File: config.mk
export PLATFORM = sky130hd
export DESIGN_NAME = op_prep_stage
export DESIGN_NICKNAME = d
export VERILOG_FILES = /design/src/rtl/op_prep_stage_pkg.sv /design/src/rtl/op_prep_stage_fwd_sel.sv /design/src/rtl/op_prep_stage.sv
export SDC_FILE = /design/constraint.sdc
export NUM_CORES = 1
export LEC_CHECK = 0
export BUFFER_PORTS_ARGS = -buffer_cell sky130_fd_sc_hd__buf_4
export CORE_AREA = 2 2 143 145
export DETAILED_ROUTE_END_ITERATION = 6
export DIE_AREA = 0 0 145 147
export HOLD_SLACK_MARGIN = 0.06
export PLACE_DENSITY_LB_ADDON = 0.2
export SYNTH_ARGS = -nofsm -noshare
export SYNTH_HDL_FRONTEND = slang
export SYNTH_SLANG_ARGS = --single-unit
File: constraint.sdc
create_clock -name s_clk_i -period 2.2 [get_ports s_clk_i]
set_input_delay 0.33 -clock s_clk_i [delete_from_list [all_inputs] [get_ports s_clk_i]]
set_output_delay 0.33 -clock s_clk_i [all_outputs]
set_load 0.05 [all_outputs]
File: src/rtl/op_prep_stage_pkg.sv
// Shared types, limits and helpers for the operand-preparation stage.
// Optional feature macro: OP_FWD_EN (full forwarding when defined,
// interlock-only operation when undefined).
package op_prep_stage_pkg;

  // Upper bounds on the stage parameters.
  localparam int OP_NFWD_MAX = 4;
  localparam int OP_NOPS_MAX = 3;
  localparam int OP_XLEN     = 32;
  localparam int OP_CNT_W    = 16;

  // Register-file address used for every 5-bit register index.
  typedef logic [4:0] rf_add;

  // Where a prepared operand came from.
  // The encoding is informational only; the datapath never stores it.
  typedef enum logic [1:0] {
    OP_SRC_RF  = 2'd0,
    OP_SRC_IMM = 2'd1,
    OP_SRC_FWD = 2'd2
  } op_src_e;

  // Increment that sticks at all-ones instead of wrapping to zero.
  function automatic logic [OP_CNT_W-1:0] sat_inc(input logic [OP_CNT_W-1:0] v);
    if (v == {OP_CNT_W{1'b1}}) begin
      return v;
    end
    return v + {{(OP_CNT_W-1){1'b0}}, 1'b1};
  endfunction

endpackage

File: src/rtl/op_prep_stage_fwd_sel.sv
// Per-operand selector: picks immediate, register-file value or a
// forwarded result, and flags a hazard when the youngest in-flight
// writer of the source register cannot supply its value yet.
// Optional feature macro: OP_FWD_EN.
module op_fwd_sel
  import op_prep_stage_pkg::*;
#(
  parameter int NFWD = 3
) (
  input  rf_add                    i_rs,
  input  logic                     i_use,
  input  logic                     i_immsel,
  input  logic [OP_XLEN-1:0]       i_rfval,
  input  logic [OP_XLEN-1:0]       i_imm,
  input  rf_add [NFWD-1:0]         i_fwd_rd,
  input  logic [NFWD-1:0]          i_fwd_wr,
  input  logic [NFWD-1:0]          i_fwd_rdy,
  input  logic [NFWD*OP_XLEN-1:0]  i_fwd_val,
  output logic [OP_XLEN-1:0]       o_operand,
  output logic                     o_hazard
);

  logic                w_found;
  op_src_e             w_src;
`ifdef OP_FWD_EN
  logic                w_rdy;
  logic [OP_XLEN-1:0]  w_val;
`else
  logic                w_unused_fwd;
`endif

  // Youngest-match search: scan oldest to youngest so the youngest
  // matching writer is the one left standing.
  always_comb begin
    w_found = 1'b0;
`ifdef OP_FWD_EN
    w_rdy   = 1'b0;
    w_val   = '0;
`endif
    for (int k = NFWD - 1; k >= 0; k--) begin
      if (i_fwd_wr[k] && (i_fwd_rd[k] == i_rs)) begin
        w_found = 1'b1;
`ifdef OP_FWD_EN
        w_rdy   = i_fwd_rdy[k];
        w_val   = i_fwd_val[k*OP_XLEN +: OP_XLEN];
`endif
      end
    end
  end

`ifndef OP_FWD_EN
  // Interlock-only build never looks at forwarded values or readiness.
  assign w_unused_fwd = ^{i_fwd_rdy, i_fwd_val};
`endif

  // Source selection and hazard decision for this operand.
  always_comb begin
    w_src    = OP_SRC_RF;
    o_hazard = 1'b0;
    if (i_immsel) begin
      w_src = OP_SRC_IMM;
    end else if (!i_use || (i_rs == 5'd0)) begin
      w_src = OP_SRC_RF;
    end else if (w_found) begin
`ifdef OP_FWD_EN
      if (w_rdy) begin
        w_src = OP_SRC_FWD;
      end else begin
        o_hazard = 1'b1;
      end
`else
      o_hazard = 1'b1;
`endif
    end
  end

  // Operand mux driven by the selected source.
  always_comb begin
    o_operand = i_rfval;
    case (w_src)
      OP_SRC_IMM: o_operand = i_imm;
`ifdef OP_FWD_EN
      OP_SRC_FWD: o_operand = w_val;
`endif
      default:    o_operand = i_rfval;
    endcase
  end

endmodule

File: src/rtl/op_prep_stage.sv
// Operand-preparation stage between ID and EX. Resolves read-after-write
// hazards against in-flight instructions, owns the OP/EX register and
// counts bubble cycles in a saturating counter.
// Optional feature macro: OP_FWD_EN (forwarding; otherwise interlock only).
module op_prep_stage
  import op_prep_stage_pkg::*;
#(
  parameter int NOPS = 2,
  parameter int NFWD = 3,
  parameter int PW   = 21
) (
  input  logic                     s_clk_i,
  input  logic                     s_resetn_i,
  input  logic                     s_stall_i,
  input  logic                     s_flush_i,
  output logic                     s_stall_o,
  input  logic                     s_id_valid_i,
  input  logic                     s_id_err_i,
  input  logic [NOPS*5-1:0]        s_id_rs_i,
  input  logic [NOPS-1:0]          s_id_use_i,
  input  logic [NOPS*OP_XLEN-1:0]  s_id_rfval_i,
  input  logic [OP_XLEN-1:0]       s_id_imm_i,
  input  logic [NOPS-1:0]          s_id_immsel_i,
  input  logic [4:0]               s_id_rd_i,
  input  logic                     s_id_wr_i,
  input  logic [PW-1:0]            s_id_payload_i,
  input  logic [NFWD*5-1:0]        s_fwd_rd_i,
  input  logic [NFWD-1:0]          s_fwd_wr_i,
  input  logic [NFWD-1:0]          s_fwd_rdy_i,
  input  logic [NFWD*OP_XLEN-1:0]  s_fwd_val_i,
  input  logic                     s_cnt_clr_i,
  output logic                     s_opex_valid_o,
  output logic [NOPS*OP_XLEN-1:0]  s_opex_op_o,
  output logic [4:0]               s_opex_rd_o,
  output logic                     s_opex_wr_o,
  output logic                     s_opex_err_o,
  output logic [PW-1:0]            s_opex_payload_o,
  output logic [OP_CNT_W-1:0]      s_bubble_cnt_o
);

  // Parameter range checks at elaboration.
  if ((NOPS < 2) || (NOPS > OP_NOPS_MAX)) begin : g_bad_nops
    $fatal(1, "op_prep_stage: NOPS out of range");
  end
  if ((NFWD < 1) || (NFWD > OP_NFWD_MAX)) begin : g_bad_nfwd
    $fatal(1, "op_prep_stage: NFWD out of range");
  end

  logic [NOPS*OP_XLEN-1:0] w_op;
  logic [NOPS-1:0]         w_op_haz;
  logic                    w_hazard;
  logic                    w_bubble;

  logic                    r_valid;
  logic [NOPS*OP_XLEN-1:0] r_op;
  rf_add                   r_rd;
  logic                    r_wr;
  logic                    r_err;
  logic [PW-1:0]           r_payload;
  logic [OP_CNT_W-1:0]     r_cnt;

  // One selector per source operand.
  for (genvar gi = 0; gi < NOPS; gi++) begin : g_op
    op_fwd_sel #(
      .NFWD (NFWD)
    ) u_sel (
      .i_rs      (s_id_rs_i[gi*5 +: 5]),
      .i_use     (s_id_use_i[gi]),
      .i_immsel  (s_id_immsel_i[gi]),
      .i_rfval   (s_id_rfval_i[gi*OP_XLEN +: OP_XLEN]),
      .i_imm     (s_id_imm_i),
      .i_fwd_rd  (s_fwd_rd_i),
      .i_fwd_wr  (s_fwd_wr_i),
      .i_fwd_rdy (s_fwd_rdy_i),
      .i_fwd_val (s_fwd_val_i),
      .o_operand (w_op[gi*OP_XLEN +: OP_XLEN]),
      .o_hazard  (w_op_haz[gi])
    );
  end

  // An errored instruction never writes, so it cannot be held up by a hazard.
  assign w_hazard  = s_id_valid_i & (|w_op_haz) & ~s_id_err_i;
  assign s_stall_o = w_hazard;

  // A bubble is counted only when a NOP actually enters EX.
  assign w_bubble  = w_hazard & ~s_stall_i & ~s_flush_i;

  // OP/EX register: flush beats downstream stall, which beats hazard NOPs.
  always_ff @(posedge s_clk_i or negedge s_resetn_i) begin
    if (!s_resetn_i) begin
      r_valid   <= 1'b0;
      r_op      <= '0;
      r_rd      <= '0;
      r_wr      <= 1'b0;
      r_err     <= 1'b0;
      r_payload <= '0;
    end else if (s_flush_i || (!s_stall_i && w_hazard)) begin
      r_valid   <= 1'b0;
      r_op      <= '0;
      r_rd      <= '0;
      r_wr      <= 1'b0;
      r_err     <= 1'b0;
      r_payload <= '0;
    end else if (!s_stall_i) begin
      r_valid   <= s_id_valid_i;
      r_op      <= w_op;
      r_rd      <= s_id_rd_i;
      r_wr      <= s_id_wr_i & ~s_id_err_i;
      r_err     <= s_id_err_i;
      r_payload <= s_id_payload_i;
    end
  end

  // Saturating bubble counter; a clear wins over a same-cycle bubble.
  always_ff @(posedge s_clk_i or negedge s_resetn_i) begin
    if (!s_resetn_i) begin
      r_cnt <= '0;
    end else if (s_cnt_clr_i) begin
      r_cnt <= '0;
    end else if (w_bubble) begin
      r_cnt <= sat_inc(r_cnt);
    end
  end

  assign s_opex_valid_o   = r_valid;
  assign s_opex_op_o      = r_op;
  assign s_opex_rd_o      = r_rd;
  assign s_opex_wr_o      = r_wr;
  assign s_opex_err_o     = r_err;
  assign s_opex_payload_o = r_payload;
  assign s_bubble_cnt_o   = r_cnt;

endmodule

==> results of run 1 <==
-- synth_stat cells, drive strengths merged --
master,count
and3,1
nor2,19
dfrtp,109
o21ai,3
o31a,1
and2,1
nand2b,1
nand4,3
buf,7
nand2,93
mux2,3
a211oi,2
nand3,9
or4,3
nor4bb,2
a21oi,97
or3,65
ha,1
nor4,8
mux2i,66
o21ba,2
nor2b,3
nand3b,28
nor3,1
a311o,1
xnor2,8
xor2,24
and4,1
clkbuf,46
o41ai,1
nor3b,1
a31o,3
a41o,4
o31ai,1
inv,8
a32oi,1
a311oi,4
-- state kept, by name (all words and copies together), names as in the netlist --
name              flops
s_opex_wr_o           1
s_opex_rd_o           5
s_bubble_cnt_o       16
s_opex_err_o          1
s_opex_payload_o     21
s_opex_op_o          64
s_opex_valid_o        1
-- logic make-up after synthesis --
family / share of synthesized area (%)
and+or+nand+nor: 21.1
AOI/OAI and AO/OA: 12.1
DFF: 45.8
muxes: 11.6
buffers and inverters: 4.56
xor gates and xnor gates: 4.70
adders and majority gates: 0.210
-- worst min-delay path, cell delays in order --
cell and delay [ps]:
buf_4 110, nand3b_1 70, a21oi_1 60
-- metal layers --
layer,part of all wire (%),routed length [um]
met3,6.3,1210
met5,0,0
met2,49,9340
met4,1.3,254
met1,44,8340
-- power groups by stage --
stage	clock, uW	combinational, uW	sequential, uW
2_1_floorplan	0	360	2540
3_3_place_gp	0	1290	2190
3_5_place_dp	0	1300	2190
4_1_cts	1680	1300	2150
5_1_grt	1750	1380	2170
6_report	1610	1290	2150
-- per-stage QoR --
stage | utilization, % | setup TNS, ps
global route | 44.6 | -6.27
floorplan | - | -1570
finish | 44.6 | 0
global placement | 42.8 | -9520
CTS | 44.5 | 0
detailed placement | 42.8 | -11970
-- final timing paths --
kind | from | end | cells past startpoint
worst min register to register | s_opex_wr_o | s_opex_wr_o | 2
worst min-delay path | s_id_payload_i[7] | s_opex_payload_o[7] | 3
worst max-delay path | s_bubble_cnt_o[5] | s_bubble_cnt_o[11] | 7
max in group asynchronous | s_resetn_i | s_opex_payload_o[1] | 3
min in group asynchronous | s_resetn_i | s_bubble_cnt_o[11] | 2
worst max register to register | s_bubble_cnt_o[5] | s_bubble_cnt_o[11] | 7
-- layout make-up --
| type | count | share of cell area, % |
|---|---|---|
| clock buffers | 11 | 2.74 |
| clock inverters | 5 | 0.509 |
| multi-input cells | 461 | 34.0 |
| well taps | 270 | 3.81 |
| inverters | 8 | 0.424 |
| repair buffers | 317 | 27.7 |
| flip-flops and latches | 109 | 30.9 |
-- timing repair --
item / in CTS / in global routing
hold endpoints to repair: 8 / 0
pin swaps: 3 / 1
gates resized for setup: 5 / 4
setup buffers: 2 / 2
hold buffers: 1 / 0
setup endpoints to repair: 1 / 21
==> results.md, run 1 <==
* Logic pwr share at 25.5%
* Synthesized net count at 893
* Port-buffer cells at 271
* Tot Pwr at 5050 uW
* Layout fillers at 1993
* Sequential share of the synthesized area at 45.8%
* H-tree Lvls at 3
* CP bufs+invs at 0
* Placeable Area at 0.0198 mm^2
* Worst EP arrival at 2370 ps
* Critical path startpoint category: flip-flop
* Critical path class: flip-flop to flip-flop
* # diodes at 0
* Status: finished clean
* Number of global-route vias before repair at 5508
* Clock share of power at 31.9%
* Final hold viol count at 0
* Seq pwr share at 42.6%
* Placed Cells at 1160
* Max_cap viols at 0
* Site row count at 52
* Largest net degree at the start of global routing at 186
* Post-Syn Area at 0.00596 mm^2
* Critical path cell sequence: nand4_1, nor3_2, and4_4, a311o_2, a211oi_4, nor3b_4, mux2_4
* Vias per cell at 4.75
* Root Driver: clkbuf_16
* CTS max path bufs at 2
* Power per cell area at 570 mW/mm^2
* Multi-input gate area at 0.00301 mm^2
* # DRC at 0
* DR vias at 5610
* Met2 usage at 28.9%
* Syn Area/Cell at 9.45 um^2
* Die Span X at 145 um
* CP peak stage delay at 410 ps
* Fin crit period at 2120 ps
* Fin area at 0.00886 mm^2
* Hpwl dp at 13400 um
* Crit path max fanout at 3
* Fin crit share at 96.5%
* Most common cell after layout, fill and taps aside: buf_4
* Slew @ Worst Pin at 1070 ps
* Synthesis-stage register bit count at 109
* Io pins at 371
* CP max stage cell: dfrtp_2
* Max-slew violations at 0
* Setup crit end kind: flip-flop
* Die Span Y at 147 um
* Initial Utilization at 30.0%
* Clock skew at 6.57 ps
* Power Internal at 3430 uW
* Grt peak-use layer: met2
* Layout cells sized above 1 at 39.2%
* Total gr overflow at 0
* First-pass GRT wire length at 30400 um
* Setup Viol. Count Final at 0
* Max Freq at 0.471 GHz
* Yosys Warn Count at 0
* Yosys cell types at 44
* Avg WL per Cell at 16.2 um
* Reg area at 0.00273 mm^2
* Hold_ws at 245 ps
* Die area at 0.0213 mm^2
* R2R Setup Slk at 80 ps
* RSZ-0062 raised after global routing: true
* Ranking of synthesized cells by area: dfrtp_1 46%, mux2i_1 11%, a21oi_1 8.1%
* Commonest cells after routing, fill and taps aside: 310 x buf_4, 105 x dfrtp_1, 96 x a21oi_1
* Slew margin rel. at 28.6%
* WP data required at 2440 ps
* CTS sink cnt at 109
* Cell taking the most area after synthesis: dfrtp_1
* Switching power at 1610 uW
* TritonCTS clock tree: built
* Clock transition at the registers of the reported paths at 80 ps
* Crit path max-delay family: simple AND/OR/NAND/NOR gates
* Area growth, synth to finish at 48.6%
* Gr usage total at 17.6%
* Placed cell area at 0.00849 mm^2
* Mapped Cells at 631
* Final GP Congestion at 0.782
* Setup slack after layout at 76.8 ps
* Met1 Use GR at 23.1%
* Clock latency on the worst-skew pair at 350 ps
* Inserted Clock Buffers at 9
* Setup WS pre-CTS at -212 ps
* Iteration-0 DRC Markers at 201
* Detailed Route WL at 19100 um
* LEAKAGE at 0.00432 uW
* Nets@finish at 1168
* Drt pass-1 iters at 6
* Maximum vdd drop at 358 uV
* Final ANT Viol Nets at 0
* Initial antenna violation count at 0
* Grt met3 use at 4.41%
* Non-Filler Instances at 1181
* Min-Delay Path Class: input port to flip-flop
* Synth top area share at 45.8%
* Sw frac at 32.0%
Note: power is estimated with default switching activity, not from simulation.
==> inputs of run 2 (changes only) <==
--- a/config.mk
+++ b/config.mk
@@ -6,9 +6,10 @@
 export NUM_CORES = 1
 export LEC_CHECK = 0
 export BUFFER_PORTS_ARGS = -buffer_cell sky130_fd_sc_hd__buf_4
-export CORE_AREA = 2 2 143 145
+export CORE_AREA = 2 2 145 147
+export CTS_BUF_LIST = sky130_fd_sc_hd__clkbuf_4 sky130_fd_sc_hd__clkbuf_8
 export DETAILED_ROUTE_END_ITERATION = 6
-export DIE_AREA = 0 0 145 147
+export DIE_AREA = 0 0 147 149
 export HOLD_SLACK_MARGIN = 0.06
 export PLACE_DENSITY_LB_ADDON = 0.2
 export SYNTH_ARGS = -nofsm -noshare
==> run 2 against run 1 <==
Against the previous run: non-clock buffer count down 5; clock-buffer cell count unchanged; global-route usage is 0.29 points lower; critical path type unchanged; largest cell class unchanged.
==> results.md, run 2 (same netlist as run 1, synthesis figures left out) <==
* Status: finished clean
* H-tree Lvls at 3 (unchanged)
* Hpwl dp at 13900 um (+4.4%)
* Commonest cells after routing, fill and taps aside: 305 x buf_4, 105 x dfrtp_1, 95 x a21oi_1
* CTS sink cnt at 109 (unchanged)
* Vias per cell at 4.75 (about the same)
* Final ANT Viol Nets at 0 (unchanged)
* LEAKAGE at 0.00423 uW (-2.0%)
* Clock share of power at 28.6% (-3.3 points)
* Placed cell area at 0.00848 mm^2 (-0.10%)
* Largest net degree at the start of global routing at 125 (-33%)
* WP data required at 2510 ps (+70 ps)
* Sw frac at 31.8% (-0.11 points)
* Critical path class: flip-flop to flip-flop
* Area growth, synth to finish at 46.5%
* Logic pwr share at 26.7% (+1.2 points)
* Inserted Clock Buffers at 9 (unchanged)
* Initial Utilization at 29.0% (-1.0 points)
* Clock skew at 10.2 ps (+3.60 ps)
* Number of global-route vias before repair at 5498 (-0.18%)
* Worst EP arrival at 2450 ps (+80 ps)
* Site row count at 53 (+1.9%)
* Seq pwr share at 44.7% (+2.1 points)
* # diodes at 0 (unchanged)
* Max_cap viols at 0 (unchanged)
* Iteration-0 DRC Markers at 168 (-16%)
* Die area at 0.0219 mm^2 (+2.8%)
* Fin crit share at 97.1% (+0.62 points)
* Final hold viol count at 0 (unchanged)
* Clock latency on the worst-skew pair at 380 ps (+30 ps)
* Die Span X at 147 um (+1.4%)
* Placed Cells at 1163 (+0.26%)
* Layout cells sized above 1 at 38.8% (-0.40 points)
* Io pins at 371 (unchanged)
* Switching power at 1530 uW (-4.9%)
* Total gr overflow at 0 (unchanged)
* Max reg flops at 64 (unchanged)
* CP max stage cell: or4_1
* Die Span Y at 149 um (+1.4%)
* Max Freq at 0.468 GHz (-0.64%)
* Gr usage total at 17.3% (-0.29 points)
* Slew @ Worst Pin at 1140 ps (+73.1 ps)
* Min-Delay Path Class: input port to flip-flop
* Maximum vdd drop at 306 uV (-14%)
* Final Util at 42.5% (-2.1 points)
* Final GP Congestion at 0.829 (+6.0%)
* Detailed Route WL at 19600 um (+2.2%)
* Power Internal at 3280 uW (-4.4%)
* Initial antenna violation count at 0 (unchanged)
* Critical path startpoint category: flip-flop
* Avg WL per Cell at 16.6 um (+2.3%)
* Placeable Area at 0.0206 mm^2 (+3.6%)
* Root Driver: clkbuf_8
* Power per cell area at 551 mW/mm^2 (-3.3%)
* Setup crit end kind: flip-flop
* Crit path max fanout at 7 (+4)
* Most common cell after layout, fill and taps aside: buf_4
* DR vias at 5601 (-0.16%)
* Slew margin rel. at 23.8% (-4.9 points)
* # DRC at 0 (unchanged)
* Non-Filler Instances at 1180 (-0.085%)
* Nets@finish at 1163 (-0.43%)
* RSZ-0062 raised after global routing: true
* First-pass GRT wire length at 30000 um (-1.0%)
* CTS max path bufs at 2 (unchanged)
* Clock transition at the registers of the reported paths at 110 ps (+30 ps)
* CP peak stage delay at 480 ps (+70 ps)
* Fin area at 0.00873 mm^2 (-1.4%)
* TritonCTS clock tree: built
* Port-buffer cells at 271 (unchanged)
* Max-slew violations at 0 (unchanged)
* Critical path cell sequence: nand4_1, nor3_2, and4_1, a311o_2, buf_4, or4_1, a21oi_2
* Fin crit period at 2140 ps (+13.6 ps)
* Drt pass-1 iters at 4 (-2)
* Setup Viol. Count Final at 0 (unchanged)
## run 2: routing by layer
layer | global-route usage [%] | vias up | wire length [um]
li1 | - | 2752 | -
met1 | 21.9 | 2667 | 8490
met2 | 29.1 | 170 | 9490
met3 | 5.20 | 12 | 1350
met4 | 4.42 | 0 | 238
met5 | 0 | - | 0
## run 2: power by group through the flow
| stage | Sequential, uW | Clock, uW | Combinational, uW |
|---|---|---|---|
| after floorplan | 2540 | 0 | 360 |
| after global placement | 2190 | 0 | 1300 |
| after detailed placement | 2190 | 0 | 1300 |
| after CTS | 2150 | 1450 | 1310 |
| after global routing | 2160 | 1530 | 1380 |
| final | 2150 | 1380 | 1290 |
## run 2: per-stage QoR
stage	setup slack, ps	TNS (ps)	power [uW]	hold WS, ps
4_1_cts	30.8	0	4910	179
5_1_grt	-25.6	-66.0	5070	169
3_3_place_gp	-184	-9650	3490	320
2_1_floorplan	-286	-1570	2900	34.4
6_report	63.2	0	4820	209
3_5_place_dp	-190	-10350	3490	321
## run 2: cell type report
| type | instances | area, um^2 |
|---|---|---|
| Fill cell | 2128 | 11800 |
| Multi-Input combinational cell | 461 | 3000 |
| Sequential cell | 109 | 2730 |
| Timing Repair Buffer | 312 | 2410 |
| Tap cell | 275 | 344 |
| Clock buffer | 11 | 139 |
| Clock inverter | 4 | 75.1 |
| Inverter | 8 | 32.5 |
## run 2: what timing repair did
item	CTS	global route
hold endpoints to repair	30	0
hold buffers	1	0
resized for setup	3	2
buffers inserted	2	0
endpoints found under the setup margin	1	3
pin swaps	8	0
## run 2: path summary, 6_finish.rpt
check	start	end	slack [ps]	cells after the start
max in group asynchronous	s_resetn_i	s_opex_op_o[2]	1140	3
max	s_bubble_cnt_o[6]	s_bubble_cnt_o[14]	60	7
min reg2reg	s_opex_wr_o	s_opex_wr_o	520	2
max reg2reg	s_bubble_cnt_o[6]	s_bubble_cnt_o[14]	60	7
min	s_id_rd_i[3]	s_opex_rd_o[3]	210	3
min in group asynchronous	s_resetn_i	s_opex_op_o[52]	440	2
## run 2: worst max-delay path: cells and delay by family (launching register included)
family | cells | cell delay (ps)
AOI/OAI and AO/OA | 2 | 540
buffers and inverters | 1 | 180
DFF | 1 | 420
and+or+nand+nor | 4 | 910
==> inputs of run 3 (changes only) <==
--- a/config.mk
+++ b/config.mk
@@ -5,11 +5,12 @@
 export SDC_FILE = /design/constraint.sdc
 export NUM_CORES = 1
 export LEC_CHECK = 0
+export ABC_AREA = 1
 export BUFFER_PORTS_ARGS = -buffer_cell sky130_fd_sc_hd__buf_4
-export CORE_AREA = 2 2 145 147
+export CORE_AREA = 2 2 142 144
 export CTS_BUF_LIST = sky130_fd_sc_hd__clkbuf_4 sky130_fd_sc_hd__clkbuf_8
 export DETAILED_ROUTE_END_ITERATION = 6
-export DIE_AREA = 0 0 147 149
+export DIE_AREA = 0 0 144 146
 export HOLD_SLACK_MARGIN = 0.06
 export PLACE_DENSITY_LB_ADDON = 0.2
 export SYNTH_ARGS = -nofsm -noshare
==> run 3 against run 2 <==
Against the previous run: global-route usage increased by 3.0 points; cell area barely moved; clock power about the same; highest routed layer unchanged; register-to-register slack gained 420 ps; synthesized cell count grew 46%; die area decreased by 4.0%; via count increased by 19%; sequential share of layout area shrank 0.080 points; sequential power increased by 4%; worst setup slack better by 250 ps.
==> results.md, run 3 <==
* Met1 Use GR at 28.6% (+6.6 points)
* Final ANT Viol Nets at 0 (unchanged)
* Fin crit period at 1890 ps (-247 ps)
* Site row count at 51 (-3.8%)
* Iteration-0 DRC Markers at 394 (+130%)
* LEAKAGE at 0.00483 uW (+14%)
* Post-Syn Area at 0.00624 mm^2 (+4.7%)
* Max Freq at 0.529 GHz (+13%)
* Worst hold stages at 3 (unchanged)
* DR vias at 6689 (+19%)
* Detailed Route WL at 21700 um (+11%)
* Worst Reg-to-Reg Cells at 10 (+3)
* Drt pass-1 iters at 6 (+2)
* Layout cells sized above 1 at 26.9% (-12 points)
* Worst EP arrival at 1560 ps (-890 ps)
* Setup crit end kind: output port
* Critical path class: input port to output port
* Tot Pwr at 5180 uW (+7.6%)
* Largest net degree at the start of global routing at 78 (-38%)
* H-tree Lvls at 3 (unchanged)
* RSZ-0062 raised after global routing: false
* Crit path max fanout at 5 (-2)
* Avg WL per Cell at 15.1 um (-9.0%)
* Critical path startpoint category: input port
* Die Span Y at 146 um (-2.0%)
* Inserted Clock Buffers at 9 (unchanged)
* Reg2reg start: s_bubble_cnt_o[0]
* Setup Viol. Count Final at 0 (unchanged)
* Worst Min Path Start: s_id_payload_i[9]
* Max-slew violations at 0 (unchanged)
* Clock latency on the worst-skew pair at 390 ps (about the same)
* WP data required at 1870 ps (-640 ps)
* Area growth, synth to finish at 40.1%
* Vias per cell at 4.66 (-1.8%)
* Number of global-route vias before repair at 6203 (+13%)
* First-pass GRT wire length at 33700 um (+12%)
* Port-buffer cells at 271 (unchanged)
* Power per cell area at 593 mW/mm^2 (+7.5%)
* Synthesized net count at 1185 (+33%)
* Placed cell area at 0.00852 mm^2 (+0.44%)
* Commonest cells post-synth: 317 x nand2_1, 176 x nor2_1, 109 x dfrtp_1, 97 x nand3_1, 70 x nor3_1
* Maximum vdd drop at 297 uV (-2.9%)
* Nets@finish at 1427 (+23%)
* Yosys Warn Count at 0 (unchanged)
* Final GP Congestion at 0.875 (+5.5%)
* Final TNS setup at 0 ps (unchanged)
* CTS sink cnt at 109 (unchanged)
* Grt peak-use layer: met2
* Synthesis-stage register bit count at 109 (unchanged)
* Io pins at 371 (unchanged)
* Hpwl dp at 15200 um (+9.2%)
* Critical Path Start: s_id_rs_i[9]
* Slew @ Worst Pin at 450 ps (-694 ps)
* # diodes at 0 (unchanged)
* # DRC at 0 (unchanged)
* Die Span X at 144 um (-2.0%)
* Fin area at 0.00874 mm^2 (about the same)
* Ranking of synthesized cells by area: dfrtp_1 44%, nand2_1 19%, nor2_1 11%
* Syn Area/Cell at 6.76 um^2 (-28%)
* Status: finished clean
* Slew margin rel. at 69.8% (+46 points)
* Initial antenna violation count at 0 (unchanged)
* Placeable Area at 0.0193 mm^2 (-5.9%)
* Gr usage total at 20.3% (+3.0 points)
* Die area at 0.0210 mm^2 (-4.0%)
* Synth top area share at 43.7% (-2.0 points)
* R2R Setup Slk at 480 ps (+420 ps)
* Cell taking the most area after synthesis: dfrtp_1
* Most common cell after layout, fill and taps aside: nand2_1
* Max reg flops at 64 (unchanged)
* TritonCTS clock tree: built
* Fin crit share at 85.9% (-11 points)
* Root Driver: clkbuf_8
* Number of flops mapped to enable cells by yosys at 0 (unchanged)
* Postcts setup bufs at 0 (-2)
* Commonest cells after routing, fill and taps aside: 317 x nand2_1, 284 x buf_4, 175 x nor2_1
* FFs w/ async S/R, synth at 100% (unchanged)
* Initial Utilization at 32.3% (+3.3 points)
* Sequential share of the synthesized area at 43.7% (-2.0 points)
* CTS max path bufs at 2 (unchanged)
* Post-synth top flop: dfrtp_1
* Mapped Cells at 923 (+46%)
* Final hold viol count at 0 (unchanged)
* Yosys cell types at 25 (-43%)
* Met2 usage at 30.5% (+1.4 points)
* Max_cap viols at 0 (unchanged)
* Clock skew at 18.2 ps (+8.00 ps)
* Cell with the most instances after synthesis: nand2_1
* Grt met3 use at 5.82% (+0.63 points)
* Min-Delay Path Class: input port to flip-flop
* Total gr overflow at 0 (unchanged)
* Clock transition at the registers of the reported paths at 120 ps (about the same)
## run 3: changes by cell type after synthesis, sizes merged, moves of 28 or more
cell	delta
inv	+32
nor3	+69
nand3	+88
or3	-65
a21oi	-97
nor2	+159
nand3b	-28
nand2	+226
mux2i	-66
nand4	+28
## run 3: repair_timing
action	4_1_cts	5_1_grt
gates resized for setup	0	0
hold buffers	1	0
endpoints found under the hold margin	20	0
## run 3: layout make-up
class                      count  area, um^2
sequential                   109        2730
clock buffer                  10         131
tap                          265         332
inverter                      41         155
clock inverter                 6        78.8
fill                        2045       10600
multi-input combinational    714        3070
timing repair buffer         290        2240
## run 3: routing by layer
metal / share of wire (%) / wire, um / vias up
li1: - / - / 3418
met2: 45 / 9790 / 195
met3: 7.7 / 1670 / 26
met5: 0 / 0 / -
met1: 45 / 9780 / 3050
met4: 1.9 / 411 / 0
## run 3: path summary, 6_finish.rpt
kind                                            end
worst max-delay path                      s_stall_o
worst min-delay path            s_opex_payload_o[9]
worst max register to register    s_bubble_cnt_o[3]
worst min register to register      s_opex_op_o[39]
max in group asynchronous            s_opex_op_o[8]
min in group asynchronous           s_opex_op_o[59]
## run 3: power by group
group / total (uW) / switching (uW) / leakage [uW] / internal [uW]
clock network: 1350 / 784 / 0.000108 / 565
logic: 1610 / 1050 / 0.00330 / 558
registers: 2230 / 84.8 / 0.00143 / 2140
## run 3: through the flow
| step | std cells | hold WS [ps] | util (%) | worst slack [ps] |
|---|---|---|---|---|
| finish | 1435 | 175 | 45.2 | 310 |
| global route | 1435 | 151 | 45.2 | 148 |
| CTS | 1435 | 149 | 45.2 | 328 |
| detailed placement | 1418 | 244 | 44.1 | 215 |
| global placement | 1418 | 247 | 44.1 | 234 |
| floorplan | 923 | 34.4 | - | 245 |
## run 3: cells by family (layout without fill, tap and decap cells)
logic type	after synthesis	after routing	synth area share (%)
XOR/XNOR	10	10	1.40
AO/OA/AOI/OAI	5	5	0.461
adder cells (fa/ha/maj)	1	1	0.201
flip-flops	109	109	43.7
AND/OR/NAND/NOR	698	698	47.1
buffers and inverters	100	347	7.12
## run 3: critical path, stage by stage
cell,delay [ps]
buf_4,120
inv_1,120
o21ai_0,100
nor2_1,90
nand3_1,100
nand3_1,90
nand2_1,50
nand2_1,170
nand2_1,110
inv_2,80
buf_4,200
